`src/rtl/pipeline_mem_arbiter.sv`:
```
// Arbitrates one single-port memory between instruction fetch and data access.
// Data wins by default; IF is guaranteed a grant after MAX_D_STREAK data grants.
module pipeline_mem_arbiter #(
  parameter int unsigned ADDR_W       = 32,
  parameter int unsigned DATA_W       = 32,
  parameter int unsigned MAX_D_STREAK = 3
) (
  input  logic              clk_i,
  input  logic              rst_i,
  input  logic              if_req_i,
  input  logic [ADDR_W-1:0] if_addr_i,
  output logic [DATA_W-1:0] if_rdata_o,
  output logic              if_ready_o,
  input  logic              dm_req_i,
  input  logic              dm_we_i,
  input  logic [ADDR_W-1:0] dm_addr_i,
  input  logic [DATA_W-1:0] dm_wdata_i,
  output logic [DATA_W-1:0] dm_rdata_o,
  output logic              dm_ready_o,
  output logic              mem_req_o,
  output logic              mem_we_o,
  output logic [ADDR_W-1:0] mem_addr_o,
  output logic [DATA_W-1:0] mem_wdata_o,
  input  logic              mem_ack_i,
  input  logic [DATA_W-1:0] mem_rdata_i,
  output logic              if_stall_o,
  output logic              dm_stall_o
);

  localparam int unsigned STREAK_W = $clog2(MAX_D_STREAK + 1);

  typedef enum logic [1:0] {
    IDLE   = 2'd0,
    BUSY_I = 2'd1,
    BUSY_D = 2'd2,
    RESP   = 2'd3
  } state_e;

  state_e              state_q, state_d;
  logic [STREAK_W-1:0] streak_q, streak_d;
  logic                mem_req_q, mem_req_d;
  logic                mem_we_q, mem_we_d;
  logic [ADDR_W-1:0]   mem_addr_q, mem_addr_d;
  logic [DATA_W-1:0]   mem_wdata_q, mem_wdata_d;
  logic [DATA_W-1:0]   if_rdata_q, if_rdata_d;
  logic [DATA_W-1:0]   dm_rdata_q, dm_rdata_d;
  logic                if_ready_q, if_ready_d;
  logic                dm_ready_q, dm_ready_d;
  logic                streak_full;

  assign streak_full = (streak_q == STREAK_W'(MAX_D_STREAK));

  // Next-state, grant and capture logic
  always_comb begin
    state_d     = state_q;
    streak_d    = streak_q;
    mem_req_d   = mem_req_q;
    mem_we_d    = mem_we_q;
    mem_addr_d  = mem_addr_q;
    mem_wdata_d = mem_wdata_q;
    if_rdata_d  = if_rdata_q;
    dm_rdata_d  = dm_rdata_q;
    if_ready_d  = 1'b0;
    dm_ready_d  = 1'b0;

    case (state_q)
      IDLE: begin
        if (dm_req_i && !(if_req_i && streak_full)) begin
          state_d     = BUSY_D;
          mem_req_d   = 1'b1;
          mem_we_d    = dm_we_i;
          mem_addr_d  = dm_addr_i;
          mem_wdata_d = dm_wdata_i;
          if (!if_req_i) begin
            streak_d = '0;
          end else if (!streak_full) begin
            streak_d = streak_q + STREAK_W'(1);
          end
        end else if (if_req_i) begin
          state_d     = BUSY_I;
          mem_req_d   = 1'b1;
          mem_we_d    = 1'b0;
          mem_addr_d  = if_addr_i;
          mem_wdata_d = '0;
          streak_d    = '0;
        end
      end
      BUSY_I: begin
        if (mem_ack_i) begin
          state_d    = RESP;
          mem_req_d  = 1'b0;
          if_rdata_d = mem_rdata_i;
          if_ready_d = 1'b1;
        end
      end
      BUSY_D: begin
        if (mem_ack_i) begin
          state_d    = RESP;
          mem_req_d  = 1'b0;
          dm_rdata_d = mem_rdata_i;
          dm_ready_d = 1'b1;
        end
      end
      RESP: begin
        // Requests are deliberately not sampled here
        state_d = IDLE;
      end
      default: state_d = IDLE;
    endcase
  end

  always_ff @(posedge clk_i) begin
    if (rst_i) begin
      state_q     <= IDLE;
      streak_q    <= '0;
      mem_req_q   <= 1'b0;
      mem_we_q    <= 1'b0;
      mem_addr_q  <= '0;
      mem_wdata_q <= '0;
      if_rdata_q  <= '0;
      dm_rdata_q  <= '0;
      if_ready_q  <= 1'b0;
      dm_ready_q  <= 1'b0;
    end else begin
      state_q     <= state_d;
      streak_q    <= streak_d;
      mem_req_q   <= mem_req_d;
      mem_we_q    <= mem_we_d;
      mem_addr_q  <= mem_addr_d;
      mem_wdata_q <= mem_wdata_d;
      if_rdata_q  <= if_rdata_d;
      dm_rdata_q  <= dm_rdata_d;
      if_ready_q  <= if_ready_d;
      dm_ready_q  <= dm_ready_d;
    end
  end

  assign mem_req_o   = mem_req_q;
  assign mem_we_o    = mem_we_q;
  assign mem_addr_o  = mem_addr_q;
  assign mem_wdata_o = mem_wdata_q;
  assign if_rdata_o  = if_rdata_q;
  assign dm_rdata_o  = dm_rdata_q;
  assign if_ready_o  = if_ready_q;
  assign dm_ready_o  = dm_ready_q;

  assign if_stall_o  = if_req_i & ~if_ready_q;
  assign dm_stall_o  = dm_req_i & ~dm_ready_q;

endmodule

```
`config.mk`:
```
export PLATFORM = sky130hd
export DESIGN_NAME = pipeline_mem_arbiter
export DESIGN_NICKNAME = d
export VERILOG_FILES = /design/src/rtl/pipeline_mem_arbiter.sv
export SDC_FILE = /design/constraint.sdc
export NUM_CORES = 1
export LEC_CHECK = 0
export CAP_MARGIN = 30
export CORE_MARGIN = 2
export CORE_UTILIZATION = 35
export CTS_CLUSTER_SIZE = 16
export DETAILED_ROUTE_END_ITERATION = 10
export PLACE_DENSITY = 0.75
export SYNTH_ARGS = -nofsm -noshare
export SYNTH_HDL_FRONTEND = slang
export SYNTH_SLANG_ARGS = --single-unit
```
`constraint.sdc`:
```
create_clock -name clk_i -period 1.55 [get_ports clk_i]
set_input_delay 0.155 -clock clk_i [delete_from_list [all_inputs] [get_ports clk_i]]
set_output_delay 0.155 -clock clk_i [all_outputs]
set_load 0.005 [all_outputs]
```
# [After elaboration in Yosys (flattened, before gate mapping)]
# Index checks and enable logic that the tools add are counted.
[totals] mem_count=0 word_cells=58 register_bits=136 in_bits=134 romBits=0 ramBits=0 out_inout_bits=134 latch_bits=0
[classes] n_mul=0 add_sub_neg=1 shifts=0 n_div=0 magnitude_cmp=0 muxes=19 n_bitwise=6 n_eq_ne=7 n_reduce_logical=15
[op_table] cell="32-bit two-way mux" n=4
[op_table] cell="2-bit two-way mux" n=7
[op_table] cell="2-bit AND reduction" n=4
[op_table] cell="2-bit == test (second input constant)" n=3
[op_table] cell="1-bit two-way mux" n=6
[op_table] cell="3-bit inequality test (second input constant)" n=2
[op_table] cell="2-bit case mux with 3 select lines" n=1
[op_table] cell="3-bit AND reduction" n=2
[op_table] cell="2-bit OR reduction" n=3
[op_table] cell="1-bit inverter" n=4
[op_table] cell="2-bit nonzero test" n=2
[op_table] cell="2-bit by 1-bit adder with 2-bit output (second input constant)" n=1
[op_table] cell="1-bit AND" n=2
[op_table] cell="2-bit by 1-bit == test with 1-bit output (second input constant)" n=1
[op_table] cell="1-bit logical AND" n=2
[op_table] cell="2-bit logical NOT" n=1
[op_table] cell="2-bit by 1-bit inequality test with 1-bit output (second input constant)" n=1
[op_table] cell="1-bit case mux with 2 select lines" n=1
[op_table] cell="1-bit logical NOT" n=1

# [Longest topological paths before layout]
# Gate-level depths: netlist (run 1).
[depth] depth_word=6 mapped_depth=7 depth_no_buf=5

# [Least setup slack after synthesis (run 1)]
# No wires, ideal clock.
[synth_timing] kind="reg-to-reg" from="register state_q[0]" to="register mem_wdata_q[10], in the netlist mem_wdata_o[10]" path_slack_ns=0.011 path_buffers=1 period_less_slack_ns=1.539 path_stages_with_launch=7 setup_time_ns=0.060 required_time_ns=1.490 arrival_time_ns=1.479 path_cell_list="dfxtp_1 -> inv_1 -> ha_1 -> o21a_1 -> nor2_1 -> clkbuf_1 -> a22o_1"
[synth_via] elab_chain_len=2
[synth_lines] item="from (decl)" line_no="39" text="state_e state_q, state_d;"
[synth_lines] item="from (signal assigned)" line_no="125" text="state_q <= state_d;"
[synth_lines] item="2-bit logical NOT" line_no="66" text="case (state_q)"
[synth_lines] item="2-bit AND reduction (no source line)"
[synth_lines] item="to (signal assigned)" line_no="130" text="mem_wdata_q <= mem_wdata_d;"
[synth_lines] item="to (decl)" line_no="44" text="logic [DATA_W-1:0] mem_wdata_q, mem_wdata_d;"
# No other way between the ends.
# A chain may end at the register's enable or synchronous reset.

# [Final worst setup path (run 1)]
[layout_timing] from="register streak_q[0]" to="register mem_we_q, in the netlist mem_we_o"
[layout_via] elab_chain_len=6 word_cells_on_any_way=7 classes_between="eq/ne: 1; mux: 1; reduce/logical: 5"
[layout_lines] item="from (decl)" line_no="40" text="logic [STREAK_W-1:0] streak_q, streak_d;"
[layout_lines] item="from (signal assigned)" line_no="126" text="streak_q <= streak_d;"
[layout_lines] item="2-bit == test *" line_no="51" text="assign streak_full = (streak_q == STREAK_W'(MAX_D_STREAK));"
[layout_lines] item="1-bit logical AND *" line_no="68" text="if (dm_req_i && !(if_req_i && streak_full)) begin"
[layout_lines] item="1-bit logical NOT *" line_no="68"
[layout_lines] item="1-bit logical AND *" line_no="68"
[layout_lines] item="2-bit nonzero test (no source line)"
[layout_lines] item="2-bit AND reduction (no source line)"
[layout_lines] item="to (signal assigned)" line_no="128" text="mem_we_q <= mem_we_d;"
[layout_lines] item="to (decl)" line_no="42" text="logic mem_we_q, mem_we_d;"
# Mark *: on every way between the ends. The rest lies on a longest branch, timed or not.

==> metrics list, run 1 <==
- The run finished with clean final reports.
- For the worst setup path, the data required time is 1.90 ns.
- Of the post-synthesis cell area, the dominant cell type holds 55.0%.
* Clock-pin slew on the worst setup and hold paths: 0.06 ns
* Type of the setup path with the least slack: reg2reg
- Switching share of power: 29.1%
- Wires add up to 16.2 mm.
- For this run, the detailed router's first-pass iteration total came to 4.
- Based on the critical path, the design can be clocked at up to 0.664 GHz.
- Final core utilization: 62.5%
* Layout overhead on the synthesized area: 74.6%
* Power density normalized to cell area: 1430 mW/mm^2
- Number of antenna violations at the first check in global routing: 0
- In the global route stage, overall resource usage came out at 20.3%.
* Library cell occupying the most area in the post-synthesis netlist: sky130_fd_sc_hd__dfxtp_1
- Worst ir drop on vdd: 0.000853 V
* Synth async-reset ratio: 0%
- Skew-Pair Late Insertion Delay: 0.41 ns
- Summed over all cells, the static leakage comes to 0.00325 uW.
- Buffers inserted during clock tree synthesis total 17.
- STA classifies the critical path endpoint as a flip-flop.
- For the pin with the worst max-slew slack, the measured transition is 0.508 ns.
* Number of enable-type register cells in the synthesized netlist: 0
* Area of the core region: 0.0138 mm^2
* PortBufs: 267
* Initial cell density of the core: 35.8%
- On the final layout, the worst hold slack is 0.205 ns.
- The max-slew violation count is 0.
* Slowest stage delay, CP: 0.34 ns
- The final critical path takes up 97.1% of the cycle.
- After synthesis the cells add up to 0.00495 mm^2.
- In the final layout, the share of cells above drive strength 1 is 8.77%.
- The repair_antennas step left the layout with diodes totalling 0.
* DR vias: 5032
* Post-detailed-route count of antenna-violating nets: 0
* GRT Residual Overflow: 0
* Multi-input logic area: 0.00205 mm^2
- Logic depth of the worst path, buffers included: 6
* Placed Area: 0.00794 mm^2
* Unique masters post-synth: 26
- Pin count of the biggest net entering global routing: 55
* Fillers: 1201
- The clock tree synthesis step divided the H-tree into 4 levels.
- On the critical path, the stage with the largest delay is an instance of sky130_fd_sc_hd__dfxtp_2.
* Synth top cells by count: 194 x sky130_fd_sc_hd__nand2_1, 136 x sky130_fd_sc_hd__dfxtp_1, 66 x sky130_fd_sc_hd__a21oi_1
- The number of global-route vias before repair is 4590.
* Gate Count Post-Synth: 571
- The average instance in the mapped netlist occupies 8.66 um^2.
- Busiest layer in global routing: met2
- Internal Dissipation: 8750 uW
- Registers take 0.00273 mm^2.
- Dividing the detail-routed via count by the number of cells gives 4.86.
* Final setup violating endpoints: 0
- The critical path contains buffers and inverters numbering 2 combined.
* Max Buffers Root-to-Sink: 2
- Clock sinks: 136
- Count of yosys warnings during synthesis: 0
- The min-delay analysis places its worst path in the category in2reg.
- Top cells by area, synth: sky130_fd_sc_hd__dfxtp_1 55%, sky130_fd_sc_hd__nand2_1 15%, sky130_fd_sc_hd__a21oi_1 6.7%, sky130_fd_sc_hd__a22o_1 6.0%, sky130_fd_sc_hd__a311oi_1 5.7%
- Among all flip-flop cells after synthesis, the most frequent one is sky130_fd_sc_hd__dfxtp_1.
* Count of state elements after synthesis: 136
- Hold repair after CTS inserted 0 buffers.
- The cell sitting at the root of the clock tree is a sky130_fd_sc_hd__clkbuf_16.
* Arrival time at the worst endpoint: 1.86 ns
- Worst path top cell family by delay: compound AO/OA/AOI/OAI gates
- Number of top-level pins: 268
- DRC marker count from the first detailed-route iteration: 230
* Reported net switching power: 3600 uW
- Routability-driven placement finished with a final weighted congestion of 0.763.
* Critical path fanouts, max: 8
- The die covers 0.0151 mm^2.
- Measured in cells, the most critical reg-to-reg path has a length of 6.
* Slew Limit Headroom: 66.1%
* Post-synthesis net count: 711
- sky130_fd_sc_hd__nand2_1 is the most common cell in the netlist.
- TritonCTS built the clock tree.
- Summed over all nets, the half-perimeter wirelength after detailed placement is 11.0 mm.
- Setup skew after layout: 0.00979 ns
* Relative contribution of sequential cells to total power: 36.2%
- Global Route met2 Usage: 33.3%
- Number of rows in the core area: 43
- CP Launch Type: flip-flop
- Total negative slack for setup checks: 0 ns
- Final hold violations: 0
- Die Height: 123 um
- Wire per inst: 15.7 um
- In the final design database the tool counted 983 nets.
- Along the worst hold path, the cell count comes to 3.
* Clock power frac: 29.8%
- Combinational cells account for 34.0% of the total power.
* Max capacitance violation total: 0
* Die Wd: 123 um
- After detailed routing, the number of remaining DRC violations is 0.
- Global routing used 23.4% of the available met1 tracks.
* Post-synthesis sequential area ratio: 55.0%
- Counting I/O delays and the setup requirement, the final critical path takes 1.51 ns.
* Global-route track usage on met3: 9.76%
* Critical Path, Cell by Cell: ha_4 -> a21bo_4 -> nor3b_4 -> buf_6 -> clkbuf_16 -> a22o_1
- After routing the design area is 0.00864 mm^2.
- Global-route wire length before repair: 23.7 mm
-- placed cells by master, fill, tap and decap left out, types with 2 or more instances in the layout --
master and n:
sky130_fd_sc_hd__clkdlybuf4s50_1 262, sky130_fd_sc_hd__nand2_1 194, sky130_fd_sc_hd__dfxtp_1 133, sky130_fd_sc_hd__a21oi_1 65, sky130_fd_sc_hd__nor2_1 36, sky130_fd_sc_hd__a22o_1 34, sky130_fd_sc_hd__a311oi_1 32, sky130_fd_sc_hd__clkbuf_16 21
sky130_fd_sc_hd__buf_4 17, sky130_fd_sc_hd__buf_12 9, sky130_fd_sc_hd__clkinv_2 6, sky130_fd_sc_hd__ha_1 4, sky130_fd_sc_hd__clkinvlp_4 4, sky130_fd_sc_hd__nor2b_1 3, sky130_fd_sc_hd__dfxtp_2 3, sky130_fd_sc_hd__and2_1 2
sky130_fd_sc_hd__buf_6 2, sky130_fd_sc_hd__dlygate4sd2_1 2, sky130_fd_sc_hd__dlymetal6s2s_1 2
-- cells by family (layout without fill, tap and decap cells) --
logic type                 after synthesis  count (layout)  share of synthesized area (%)
DFF                                    136             136                           55.0
buffers and inverters                   47             331                           4.35
and+or+nand+nor                        240             240                           18.9
AOI/OAI and AO/OA                      141             141                           19.9
muxes                                    1               1                          0.202
adders and majority gates                6               6                           1.52
-- registers in the layout, indices dropped and copies added, names as in the netlist --
name         flops
if_rdata_o      32
dm_ready_o       1
dm_rdata_o      32
state_q          2
mem_addr_o      32
mem_wdata_o     32
mem_we_o         1
mem_req_o        1
if_ready_o       1
streak_q         2
-- power groups by stage --
stage / registers (uW) / clock network, uW / logic, uW
floorplan: 4580 / 0 / 1620
global placement: 4520 / 0 / 3870
detailed placement: 4540 / 0 / 3900
CTS: 4470 / 3780 / 3930
global route: 4550 / 3920 / 4570
finish: 4480 / 3680 / 4200
-- per-layer routing --
| layer | share of wire (%) | routed length, um |
|---|---|---|
| met3 | 11 | 1710 |
| met5 | 0 | 0 |
| met4 | 1.1 | 181 |
| met2 | 48 | 7830 |
| met1 | 40 | 6510 |
-- final timing paths --
| kind | from | end | slack [ns] |
|---|---|---|---|
| hold reg to reg | dm_rdata_o[20]$_SDFFE_PP0P_ | dm_rdata_o[20]$_SDFFE_PP0P_ | 0.45 |
| setup reg to reg | streak_q[0]$_SDFFE_PP0P_ | mem_we_o$_SDFFE_PP0P_ | 0.04 |
| hold / removal | rst_i | streak_q[0]$_SDFFE_PP0P_ | 0.20 |
| setup / recovery | streak_q[0]$_SDFFE_PP0P_ | mem_we_o$_SDFFE_PP0P_ | 0.04 |
-- per-stage QoR --
stage                     total power (uW)  std cells  setup slack (ns)
after global placement                8390        998           -0.0785
final                                12300       1035            0.0446
after detailed placement              8440        998            -0.140
after CTS                            12200       1029            0.0138
after global routing                 13000       1035          -0.00800
after floorplan                       6200        571            0.0113
-- worst min-delay path, delay by kind of cell --
family,cells,cell delay [ns]
AND/OR/NAND/NOR,1,0.07
buffers and inverters,1,0.13
AO/OA/AOI/OAI,1,0.22
-- cell type report --
| cell class | count | area share, % |
|---|---|---|
| timing repair buffer | 298 | 35.8 |
| sequential | 136 | 31.6 |
| multi-input combinational | 388 | 23.7 |
| clock buffer | 18 | 4.97 |
| tap | 180 | 2.61 |
| clock inverter | 13 | 1.25 |
| inverter | 2 | 0.0869 |
-- timing repair --
item | in CTS | in global routing
setup endpoints to repair | 2 | 66
gates cloned | 0 | 5
pin swaps | 0 | 3
gates resized for setup | 2 | 15
endpoints found under the hold margin | 0 | 0
buffers inserted | 0 | 1
No activity file was read; power rests on OpenSTA's default activity.
==> inputs of run 2 (changes only) <==
MAX_ROUTING_LAYER = met4   (was default)
==> run 2 against run 1 <==
Effect of this change:
- setup slack got worse by 0.027 ns
- clock skew fell by 0.0022 ns
- power rose by 0.11%
- flip-flop and latch count did not move
- sequential power barely moved
- routed wire length rose by 0.89%
- clock-buffer cell count did not move
- critical path depth did not move
- register-to-register slack got worse by 0.03 ns
- maximum frequency fell by 1.7%
==> metrics list, run 2 (synthesis gave the netlist of run 1 again) <==
- Outcome: completed
- Number of antenna violations at the first check in global routing: 0
- Max Transition Viols Final: 0
* Arrival time at the worst endpoint: 1.89 ns
- The multi-input combinational cells in the finished layout cover a total of 0.00205 mm^2.
- Wire per inst: 15.8 um
- DRC Markers: 0
- Switching share of power: 29.2%
- The worst register-to-register path has a depth of 6.
* Worst ir drop on vdd: 0.000851 V
- For this run, the detailed router's first-pass iteration total came to 4.
* Tightest Hold Check Type: in2reg
- Of all nets on the critical path, the largest fanout is 8.
- Registers are responsible for 36.2% of the overall power.
- The hold violation count in the final report came to 0.
- Logic depth of the worst path, buffers included: 6
- After clock tree synthesis, the clock-pin slew on the worst setup and hold paths is 0.06 ns.
- Dividing total power by cell area gives a power density of 1430 mW/mm^2.
* Commonest non-fill, non-tap cell in the layout: sky130_fd_sc_hd__clkdlybuf4s50_1
* Slack of the worst reg-to-reg path: 0.02 ns
- Number of top-level pins: 268
- The floorplan has 43 rows.
* Crit path capture type: flip-flop
* Slew Limit Headroom: 66.0%
- On the final layout, the worst hold slack is 0.203 ns.
- Highest achievable clock rate: 0.653 GHz
- Final worst path period share: 98.8%
* DRC marker count from the first detailed-route iteration: 257
* Average via count per standard cell: 4.88
* Setup skew after layout: 0.00758 ns
* Max Buffers Root-to-Sink: 2
- The first global-routing pass estimated 23.7 mm of wire.
* CP Launch Type: flip-flop
- The setup path with the least slack is of type reg2reg.
- Once detailed placement completed, the half-perimeter wirelength came to 11.0 mm.
* HP Start: rst_i
* Combinational fraction of design power: 34.0%
- Critical Path, Cell by Cell: ha_4 -> a21bo_4 -> nor3b_4 -> buf_6 -> clkbuf_16 -> a22o_1
- Fillers: 1201
- Counting both buffers and inverters, the worst setup path holds a total of 2.
* Overall fraction of global-route tracks in use: 20.9%
- CTS root buffer: sky130_fd_sc_hd__clkbuf_16
- Area of the core region: 0.0138 mm^2
- From left edge to right edge, the die measures 123 um.
* Internal Dissipation: 8750 uW
- Power comes to 12400 uW.
- Skew-Pair Late Insertion Delay: 0.41 ns
* Clock sinks: 136
- 0 antenna diodes ended up in the layout.
- The smallest clock period supported by the final layout is computed as 1.53 ns.
- TritonCTS built the clock tree.
- Of the cells placed in the final design, the portion with a size suffix greater than 1 is 8.77%.
* Required time at the endpoint of the critical path: 1.90 ns
- DR vias: 5051
- Layout overhead on the synthesized area: 74.6%
- The H-tree was split into 4 levels.
- The path with the worst hold slack has its endpoint at streak_q[0]$_SDFFE_PP0P_.
* Slowest stage delay, CP: 0.34 ns
* Initial cell density of the core: 35.8%
- Counting instances, the worst hold path has a depth of 3.
- Storage element area: 0.00273 mm^2
- Reported net switching power: 3610 uW
- The floorplan step set the die height to 123 um.
- In this run the static leakage power is 0.00325 uW.
- Total die area: 0.0151 mm^2
- Global routing finished with a remaining overflow of 0.
* Startpoint of the worst-slack reg-to-reg timing path: streak_q[0]$_SDFFE_PP0P_
- Entering global routing, the biggest net connects 55 pins.
- Input and output buffers added on the ports amount to 267.
- In the layout the commonest cells are 262 x sky130_fd_sc_hd__clkdlybuf4s50_1, 194 x sky130_fd_sc_hd__nand2_1, 133 x sky130_fd_sc_hd__dfxtp_1.
- The number of global-route vias before repair is 4612.
* Critical register-to-register path endpoint: mem_wdata_o[17]$_SDFFE_PP0P_
- Clock power frac: 29.8%
- Worst path top cell family by delay: compound AO/OA/AOI/OAI gates
- Max capacitance violation total: 0
- Cts bufs inserted: 17
- At the pin with the least slew margin, the transition time is 0.510 ns.
- Final setup violating endpoints: 0
- At the end of routability-driven placement, the weighted congestion stood at 0.773.
* Total routed wirelength: 16.4 mm
- After the last flow step, the layout net total stands at 983.
- On the critical path, the stage with the largest delay is an instance of sky130_fd_sc_hd__dfxtp_2.
- Post-detailed-route count of antenna-violating nets: 0
==> run 2: cell counts in the layout (fill, tap and decap cells not counted) <==
No cell type changed its count.
==> run 2: worst min-delay path: stages <==
cell and delay [ns]:
sky130_fd_sc_hd__buf_4 0.13, sky130_fd_sc_hd__nor2_2 0.07, sky130_fd_sc_hd__a22o_1 0.22
==> run 2: routing by layer <==
metal / global-route usage [%] / vias to the layer above / share of wire [%]
met1: 24.2 / 2330 / 41
li1: - / 2487 / -
met4: 5.75 / 0 / 1.2
met3: 8.55 / 19 / 11
met5: - / - / 0
met2: 33.4 / 215 / 48
==> run 2: repair_timing <==
| item | in CTS | in global routing |
|---|---|---|
| hold buffers | 0 | 0 |
| endpoints found under the setup margin | 2 | 66 |
| setup buffers | 0 | 1 |
| pin swaps | 0 | 3 |
| hold endpoints to repair | 0 | 0 |
| cloned | 0 | 5 |
| resized for setup | 2 | 15 |
==> run 2: stage by stage <==
step,worst slack (ns),instance area (um^2),utilization (%),std cells,TNS [ns]
final,0.0180,8640,62.5,1035,0
after global routing,-0.0273,8640,62.5,1035,-0.517
after CTS,0.0138,8470,61.3,1029,0
after detailed placement,-0.140,7940,57.4,998,-5.32
after global placement,-0.0785,7940,57.4,998,-3.12
after floorplan,0.0113,4950,-,571,0
==> run 2: area by class of cell <==
cell class                      instances  area share, %
Tap cell                              180           2.61
Sequential cell                       136           31.6
Clock buffer                           18           4.97
Multi-Input combinational cell        388           23.7
Inverter                                2         0.0869
Timing Repair Buffer                  298           35.8
Clock inverter                         13           1.25
==> run 2: power groups by stage <==
stage	clock network, uW	registers, uW	logic [uW]
6_report	3680	4480	4200
5_1_grt	3920	4550	4570
4_1_cts	3780	4470	3930
3_5_place_dp	0	4540	3900
3_3_place_gp	0	4520	3870
2_1_floorplan	0	4580	1620
==> run 2: how the worst max path moves through the flow <==
stage,slack (ns),endpoint,from
detailed placement,-0.14,mem_addr_o[9]$_SDFFE_PP0P_,dm_req_i
global route,-0.03,mem_wdata_o[2]$_SDFFE_PP0P_,streak_q[0]$_SDFFE_PP0P_
finish,0.02,mem_wdata_o[17]$_SDFFE_PP0P_,streak_q[0]$_SDFFE_PP0P_
CTS,0.01,if_stall_o,if_ready_o$_SDFF_PP0_
floorplan,0.01,mem_wdata_o[10]$_SDFFE_PP0P_,state_q[0]$_SDFFE_PP0P_
global placement,-0.08,mem_addr_o[1]$_SDFFE_PP0P_,dm_req_i
==> inputs of run 3 (changes only) <==
GPL_TIMING_DRIVEN = 0   (was default)
==> run 3 against run 2 <==
Effect of this change:
- register-to-register slack about the same
- sequential power about the same
- first-iteration DRC count down 5.1%
- clock skew up 0.0031 ns
- routed wire length up 3.4%
- die area unchanged
- flip-flop and latch count unchanged
- cell count up 2.3%
- non-clock buffer count up 24
- cell area up 1.1%
- core utilization up 0.69 points
- critical path type unchanged
- largest power group unchanged
==> metrics list, run 3 (synthesis gave the netlist of run 1 again) <==
- Total die area: 0.0151 mm^2
- From bottom edge to top edge, the die measures 123 um.
- The hold violation count in the final report came to 0.
- Commonest non-fill, non-tap cell in the layout: sky130_fd_sc_hd__clkdlybuf4s50_1
- Weighted congestion at the end of routability-driven global placement: 0.809
* Arrival time at the worst endpoint: 1.89 ns
* CP Launch Type: flip-flop
- The worst path uses 99.4% of the clock period.
* Cts bufs inserted: 17
* Worst Tran Pin Value: 0.547 ns
* Highest achievable clock rate: 0.649 GHz
- The detail route stage leaves a number of antenna-violating nets equal to 0.
* Number of diodes: 0
- Minimum period implied by the final worst setup slack: 1.54 ns
* Switching share of power: 29.4%
- Commonest cells after routing, fill and taps aside: 263 x sky130_fd_sc_hd__clkdlybuf4s50_1, 194 x sky130_fd_sc_hd__nand2_1, 132 x sky130_fd_sc_hd__dfxtp_1
* Fraction of layout instances using a drive strength above 1: 11.0%
- The initialized floorplan defines 43 standard-cell rows.
- Non-filler instance count after layout: 1059
- The number of global-route vias before repair came to 4803.
- Die Wd: 123 um
* Worst path most repeated cell: sky130_fd_sc_hd__buf_6
- Counting along the longest clock path gives a buffer depth of 2.
- Startpoint of the worst-slack reg-to-reg timing path: streak_q[0]$_SDFFE_PP0P_
- Storage element area: 0.00273 mm^2
- WP buf/inv: 3
* Post-detail-place hpwl: 12.3 mm
- The max-slew violation count is 0.
- Tracing the worst setup path back leads to its startpoint at streak_q[0]$_SDFFE_PP0P_.
- Placed Area: 0.00784 mm^2
- DRC Markers: 0
* Crit path capture type: flip-flop
- In the final design database the tool counted 1007 nets.
* Multi-input logic area: 0.00209 mm^2
- Internal Dissipation: 8760 uW
- Pin count of the biggest net entering global routing: 17
* Layout overhead on the synthesized area: 76.5%
- The clock tree synthesis step divided the H-tree into 4 levels.
* Setup skew after layout: 0.0107 ns
- The number of hold buffers added after CTS was 0.
- The critical path in this run is classified as reg2reg.
- Before CTS, the worst setup slack after placement is -0.537 ns.
- TritonCTS clock tree: done
- For this block, the routed nets add up to 16.9 mm of wire.
- First drt pass iteration count: 4
* Fillers: 1194
- Global-route wire length before repair: 24.8 mm
* Crit path max-delay cell type: sky130_fd_sc_hd__dfxtp_4
- Once layout is done, the placed cells without fillers occupy 0.00873 mm^2.
- Clock sinks: 136
- Leakage component of the power: 0.00331 uW
- Tightest Hold Check Type: in2reg
* Overall fraction of global-route tracks in use: 22.1%
* HP Start: mem_rdata_i[18]
* Initial cell density of the core: 35.8%
* M1 wire length: 6.92 mm
* Slowest stage delay, CP: 0.35 ns
* Combinational fraction of design power: 33.7%
* Wire per inst: 16.0 um
- Critical Path, Cell by Cell: ha_4 -> a21bo_1 -> buf_6 -> nor3b_4 -> buf_6 -> clkbuf_16 -> a22o_1
- The run finished with clean final reports.
- Setup slack closes at 0.00997 ns.
* Relative contribution of sequential cells to total power: 36.2%
- Area of the core region: 0.0138 mm^2
- Pin placement for this block handled 268 I/O pins.
* DR WL met2: 8.10 mm
* Reported net switching power: 3650 uW
- Detailed routing placed a total of 1.69 mm of wire on met3.
- Setup violations remaining at the end of the flow were counted as 0.
- The tool flagged a number of max-cap violations equal to 0.
* Slew Limit Headroom: 63.5%
* Skew-Pair Late Insertion Delay: 0.42 ns
- The worst-case IR drop observed on VDD is 0.00106 V.
* CTS root buffer: sky130_fd_sc_hd__clkbuf_16
- The clock network accounts for 30.1% of the total power.
* Average via count per standard cell: 4.81
- For the worst setup path, the data required time is 1.90 ns.
* DR vias: 5095
* Highest metal layer with signal wires: met4
* PortBufs: 267
* GRT Residual Overflow: 0
- Along the worst path, the maximum fanout reaches 5.
- Clock-pin slew on the worst setup and hold paths: 0.06 ns
- For this design the ratio of total power to cell area is 1420 mW/mm^2.
- Setup repair after global routing missed its margin: true
* Worst path top cell family by delay: buffers and inverters
- DRC marker count from the first detailed-route iteration: 244
- The number of placed instances, taps included, is 1018.
- Number of antenna violations at the first check in global routing: 0
==> run 3: cell types whose count changed in the layout (fill, tap and decap cells not counted), sizes merged <==
cell	change
buf	+2
clkbuf	+22
clkdlybuf4s50	+1
clkinv	+2
clkinvlp	-2
inv	-1
==> run 3: final cells by class <==
type                       instances  share of cell area [%]
buffer                            43                    3.50
clock buffer                      19                    5.07
clock inverter                    12                    1.20
inverter                           2                  0.0860
multi-input combinational        388                    23.9
sequential                       136                    31.3
tap                              180                    2.58
timing repair buffer             279                    32.3
==> run 3: stage by stage <==
stage               TNS, ns  hold WS, ns  util, %  total power [uW]
detailed placement   -51.79        0.447     56.7              8310
CTS                   -1.16        0.298     61.6             12300
global placement     -50.39        0.441     56.7              8250
finish                    0        0.314     63.2             12400
global route          -1.61        0.302     63.2             13100
floorplan                 0        0.288        -              6200
==> run 3: power groups by stage <==
stage	Combinational [uW]	Sequential, uW	Clock [uW]
after detailed placement	3760	4550	0
after global placement	3730	4520	0
final	4180	4490	3740
after global routing	4570	4570	3970
after floorplan	1620	4580	0
after CTS	3990	4480	3800
==> run 3: what timing repair did <==
action,4_1_cts,5_1_grt
buffers inserted,4,3
gates cloned,1,4
setup endpoints to repair,132,130
gates resized for setup,45,53
pin swaps,1,27
==> run 3: worst paths after layout <==
check / to / slack, ns / cells after the start
setup / recovery: mem_wdata_o[12]$_SDFFE_PP0P_ / 0.01 / 7
hold / removal: if_rdata_o[18]$_SDFFE_PP0P_ / 0.31 / 3
setup reg to reg: mem_wdata_o[12]$_SDFFE_PP0P_ / 0.01 / 7
hold reg to reg: if_rdata_o[19]$_SDFFE_PP0P_ / 0.45 / 2
==> run 3: worst reg2reg max path: stages, from the launching register on <==
cell and delay (ns):
sky130_fd_sc_hd__dfxtp_4 0.35, sky130_fd_sc_hd__ha_4 0.16, sky130_fd_sc_hd__a21bo_1 0.17, sky130_fd_sc_hd__buf_6 0.12, sky130_fd_sc_hd__nor3b_4 0.23, sky130_fd_sc_hd__buf_6 0.19
sky130_fd_sc_hd__clkbuf_16 0.15, sky130_fd_sc_hd__a22o_1 0.12
==> run 3: per-layer routing <==
| metal | track usage [%] | vias up |
|---|---|---|
| li1 | - | 2546 |
| met1 | 25.7 | 2329 |
| met2 | 34.9 | 199 |
| met3 | 9.11 | 21 |
| met4 | 6.47 | 0 |
| met5 | - | - |
